### config.mk
export PLATFORM = sky130hd
export DESIGN_NAME = li_expander
export DESIGN_NICKNAME = d
export VERILOG_FILES = /design/src/rtl/li_expander.sv
export SDC_FILE = /design/constraint.sdc
export NUM_CORES = 1
export LEC_CHECK = 0
export CORE_MARGIN = 2
export CORE_UTILIZATION = 35
export DETAILED_ROUTE_END_ITERATION = 16
export GPL_ROUTABILITY_DRIVEN = 1
export GPL_TIMING_DRIVEN = 0
export PLACE_DENSITY = 0.78
export SYNTH_ARGS = -nofsm -noshare
export SYNTH_HDL_FRONTEND = slang
export SYNTH_SLANG_ARGS = --single-unit
### constraint.sdc
create_clock -name clk -period 2.1 [get_ports clk]
set_input_delay 0.21 -clock clk [delete_from_list [all_inputs] [get_ports clk]]
set_output_delay 0.21 -clock clk [all_outputs]
set_load 0.01 [all_outputs]
### src/rtl/li_expander.sv
// Expands a 32-bit load-immediate request into a MIPS LUI/ORI instruction pair.
// Define LI_SKIP_ZERO_HALF_EN to emit a single instruction when one half is zero.
module li_expander #(
   parameter logic [5:0] LUI_OPCODE = 6'b001111,
   parameter logic [5:0] ORI_OPCODE = 6'b001101,
   parameter int         CNT_W      = 16
) (
   input  logic             clk,
   input  logic             reset,
   input  logic             in_valid,
   output logic             in_ready,
   input  logic [31:0]      in_const,
   input  logic [4:0]       in_rt,
   output logic             out_valid,
   input  logic             out_ready,
   output logic [31:0]      out_instr,
   output logic             out_last,
   output logic             busy,
   output logic [CNT_W-1:0] instr_count
);

   typedef enum logic [1:0] {
      IDLE,
      EMIT_LUI,
      EMIT_ORI
   } state_t;

   state_t      state;
   state_t      state_nxt;
   logic [31:0] cval;
   logic [4:0]  rt;
   logic        lo_zero;
   logic        hi_zero;
   logic        in_fire;
   logic        out_fire;

   assign lo_zero  = (cval[15:0] == 16'd0);
   assign hi_zero  = (cval[31:16] == 16'd0);
   assign in_fire  = in_valid && in_ready;
   assign out_fire = out_valid && out_ready;

   always_ff @(posedge clk) begin
      if (reset) begin
         state <= IDLE;
      end else begin
         state <= state_nxt;
      end
   end

   always_ff @(posedge clk) begin
      if (reset) begin
         cval <= 32'd0;
         rt   <= 5'd0;
      end else if (in_fire) begin
         cval <= in_const;
         rt   <= in_rt;
      end
   end

   always_ff @(posedge clk) begin
      if (reset) begin
         instr_count <= '0;
      end else if (out_fire) begin
         instr_count <= instr_count + 1'b1;
      end
   end

   always_comb begin
      state_nxt = state;
      unique case (state)
         IDLE: begin
            if (in_valid) begin
`ifdef LI_SKIP_ZERO_HALF_EN
               if (in_const[31:16] == 16'd0 && in_const[15:0] != 16'd0) begin
                  state_nxt = EMIT_ORI;
               end else begin
                  state_nxt = EMIT_LUI;
               end
`else
               state_nxt = EMIT_LUI;
`endif
            end
         end
         EMIT_LUI: begin
            if (out_ready) begin
`ifdef LI_SKIP_ZERO_HALF_EN
               state_nxt = lo_zero ? IDLE : EMIT_ORI;
`else
               state_nxt = EMIT_ORI;
`endif
            end
         end
         EMIT_ORI: begin
            if (out_ready) begin
               state_nxt = IDLE;
            end
         end
         default: state_nxt = IDLE;
      endcase
   end

   // Outputs depend only on state and latched request, never on in_*.
   always_comb begin
      in_ready  = (state == IDLE);
      out_valid = (state != IDLE);
      busy      = (state != IDLE);
      out_instr = 32'd0;
      out_last  = 1'b0;
      unique case (state)
         EMIT_LUI: begin
            out_instr = {LUI_OPCODE, 5'd0, rt, cval[31:16]};
`ifdef LI_SKIP_ZERO_HALF_EN
            out_last  = lo_zero;
`else
            out_last  = 1'b0;
`endif
         end
         EMIT_ORI: begin
`ifdef LI_SKIP_ZERO_HALF_EN
            out_instr = {ORI_OPCODE, (hi_zero ? 5'd0 : rt), rt, cval[15:0]};
`else
            out_instr = {ORI_OPCODE, rt, rt, cval[15:0]};
`endif
            out_last  = 1'b1;
         end
         default: begin
            out_instr = 32'd0;
            out_last  = 1'b0;
         end
      endcase
   end

endmodule

==> flow_metrics.tcl <==
set metrics [dict create \
    area.growth.synth_to_final_pct 50.43 \
    reg2reg_to "rt[1]" \
    timing.final.max_slew_violations 0 \
    grt_overflow_total 0 \
    hold_path_end "cval[15]" \
    ys_types 33 \
    cell_by_cell_trace_of_the_critical_path "inv_2 -> ha_4 -> o21a_1 -> buf_4 -> buf_4 -> and2_1 -> dlygate4sd2_1" \
    cts.root.buffer_cell "sky130_fd_sc_hd__clkbuf_8" \
    cp_max_fo 4 \
    layout_common_cells "sky130_fd_sc_hd__nand2_1 (82), sky130_fd_sc_hd__clkdlybuf4s50_1 (66), sky130_fd_sc_hd__dfxtp_1 (53), sky130_fd_sc_hd__a21oi_1 (43), sky130_fd_sc_hd__nor2b_1 (17)" \
    outcome "finished, final reports clean" \
    timing.hold.worst.start "reset" \
    cts_tree "done" \
    detailroute.via_count 2476 \
    postSynthRegisterBits 55 \
    wl_per_cell_um 13.86 \
    cts_num_sinks 55 \
    die-area_um2 7778 \
    post_synth_and_or_nand_nor_area_fraction_pct 27.33 \
    detailedPlacementHpwl_um 5090 \
    fin_crit_sh_pct 96.58 \
    ff2ff_path_depth 7 \
    grt_max_degree 16 \
    post_synth_instance_area_um2 2481 \
    leading_cell_type_in_the_layout_fill_and_taps_excluded "sky130_fd_sc_hd__nand2_1" \
    cts_buffer_depth 2 \
    worstPathArrival_ns 1.82 \
    crit_path_start_kind "register" \
    largest_family_of_logic_cells_by_synthesized_area "simple AND/OR/NAND/NOR gates" \
    clk_pin_slew_ns 0.09 \
    crit_type "reg -> out" \
    postSynth.topFlopCell "sky130_fd_sc_hd__dfxtp_1" \
    vdd_drop_max_v 0.0003197 \
    endpoints_failing_hold 0 \
    grt_util_all_layers_pct 17.83 \
    synth_area_leaders "sky130_fd_sc_hd__dfxtp_1 (44%), sky130_fd_sc_hd__nand2_1 (12%), sky130_fd_sc_hd__a21oi_1 (8.7%)" \
    pnr_total_power_w 0.002345 \
    via_count_of_the_first_global_routing_pass 2322 \
    synthArstFlopShare_pct 0 \
    cts.hold.buffers_added 0 \
    timing.fmax_ghz 0.4930 \
    p_leak_nw 1.549 \
    synth_top_area_share_pct 44.38 \
    post-route-min-period_ns 2.028 \
    core_region_area_um2 6832 \
    starting_density_pct 36.32 \
    grt_setup_unrepaired "false" \
    port_bufs 89 \
    route.detailed.drc 0 \
    synth_area_leader_cell "sky130_fd_sc_hd__dfxtp_1" \
    drt-pass1-iter-count 4 \
    detail-route-antenna-nets 0 \
    first_pass_grt_wire_length_um 10950 \
    timing.rr.start "state[1]" \
    dr.first_iter.drc_count 98 \
    yosys_warnings 0 \
    post_synth_edffs 0 \
    chipWidth_um 88.20 \
    seq_area_frac_synth_pct 44.38 \
    max_slew_margin_pct 62.99 \
    ctsHtreeMaxLevel 2 \
    syn-mean-instance-area_um2 7.978 \
    whs_ns 0.2919 \
    highest_cell_delay_on_the_worst_timing_path_ns 0.38 \
    antenna_violations_before_repair 0 \
    drive_above_1_share_pct 9.375 \
    max_cap_violations 0 \
    synth-compound-area-share_pct 15.94 \
    synth_xor_area_share_pct 3.530 \
    num-nets-final 463 \
    worst_slew_pin_slew_ns 0.5552 \
    cp-end-kind "output pin" \
    hold_depth 2 \
    pwr_density_cell_nw_per_um2 628.3 \
    antenna-diode-count 0 \
    fillers 654 \
    cpMaxStageDelayCell "sky130_fd_sc_hd__dfxtp_4" \
    totalWireLength_um 7097 \
    number_of_clock_buffers_inserted_by_tritoncts 5 \
    synthesis.instances 311 \
    boundaryPins 93 \
    die_height_um 88.20 \
    muxShareOfSynthArea_pct 0.8069 \
    setup-violations-final 0 \
    gp_congestion 0.7393 \
    cp_data_required_time_ns 1.89 \
    core.rowCount 30 \
    worst-r2r-setup-slack_ns 0.19 \
    timing.hold.worst.class "in -> reg" \
    drt-vias-per-instance 4.836 \
    finClkSkew_ns 0.006883 \
    post_synth_fa_ha_maj_area_fraction_pct 3.026 \
    most_repeated_library_cell_on_the_critical_path "sky130_fd_sc_hd__buf_4" \
    clk-insertion-delay-late_ns 0.30 \
]
==> cells by family (layout without fill, tap and decap cells) <==
kind of cell    count (synthesis)  in the layout
fa+ha+maj                       6              6
xor+xnor                       10             10
flops                          55             55
mux                             2              2
simple gates                  142            142
compound gates                 68             68
buf+inv                        27            131
other cells                     1              2
==> per-layer routing <==
metal  vias up  GRT usage, %  share of wire [%]
li1       1242             -                  -
met1      1137         22.06                 42
met2        86         31.37                 50
met3        11         4.336                6.2
met4         0         3.994                1.4
met5         -             0                  0
==> registers in the layout (all words and copies together), names as in the netlist <==
register and flops:
rt 5, instr_count 16, state 2, cval 32
==> cell type report <==
class / count / area, µm² / share of cell area (%)
Tap cell: 96 / 120.1 / 3.218
Buffer: 21 / 116.4 / 3.118
Inverter: 4 / 15.01 / 0.4023
Multi-Input combinational cell: 230 / 1301 / 34.86
Timing Repair Buffer: 99 / 983.4 / 26.35
Sequential cell: 55 / 1109 / 29.70
Clock inverter: 1 / 5.005 / 0.1341
Clock buffer: 6 / 82.58 / 2.213
==> what timing repair did <==
item	in CTS	in global routing
buffers inserted	6	4
pin swaps	1	1
endpoints found under the setup margin	25	17
gates resized for setup	33	10
==> Yosys cell counts, types with 4 or more instances <==
cell                        n
sky130_fd_sc_hd__buf_1      6
sky130_fd_sc_hd__nor2b_1   17
sky130_fd_sc_hd__nor2_1    12
sky130_fd_sc_hd__buf_4      5
sky130_fd_sc_hd__xnor2_1    4
sky130_fd_sc_hd__nand2_1   82
sky130_fd_sc_hd__a21oi_1   43
sky130_fd_sc_hd__ha_1       6
sky130_fd_sc_hd__xor2_1     6
sky130_fd_sc_hd__a22oi_1   16
sky130_fd_sc_hd__nand3_1    5
sky130_fd_sc_hd__inv_1      4
sky130_fd_sc_hd__clkbuf_1  12
sky130_fd_sc_hd__dfxtp_1   55
sky130_fd_sc_hd__and2_1    11
==> critical path, delay by kind of cell, from the launching register on <==
family                     cells  cell delay, ns
DFF                            1            0.38
adders and majority gates      1            0.26
and+or+nand+nor                1            0.15
buffers and inverters          4            0.62
AOI/OAI and AO/OA              1            0.12
==> where the power goes <==
part,internal [W],leakage (nW),switching [W]
logic,0.000314,1.05,0.000292
registers,0.00111,0.451,0.0000436
clock network,0.000260,0.0470,0.000325
==> metrics by stage <==
stage	setup TNS, ns	worst slack [ns]	utilization (%)	std cells	cell area, µm²
after detailed placement	-4.416	-0.4487	51.17	497	3496
final	0	0.07179	54.63	512	3732
after global placement	-3.555	-0.3787	51.17	497	3496
after CTS	0	0.007344	53.66	508	3666
after floorplan	0	0.2296	-	312	2485
after global routing	0	0.006334	54.63	512	3732
==> worst max path at each step <==
stage	end	from	cells after the start
6_report	out_instr[19]	state[1]	7
5_1_grt	out_instr[19]	state[1]	7
4_1_cts	out_instr[1]	state[1]	5
3_5_place_dp	out_instr[12]	state[1]	7
3_3_place_gp	out_instr[12]	state[1]	7
2_1_floorplan	instr_count[11]	state[0]	6
(Power assumes the default switching activity.)
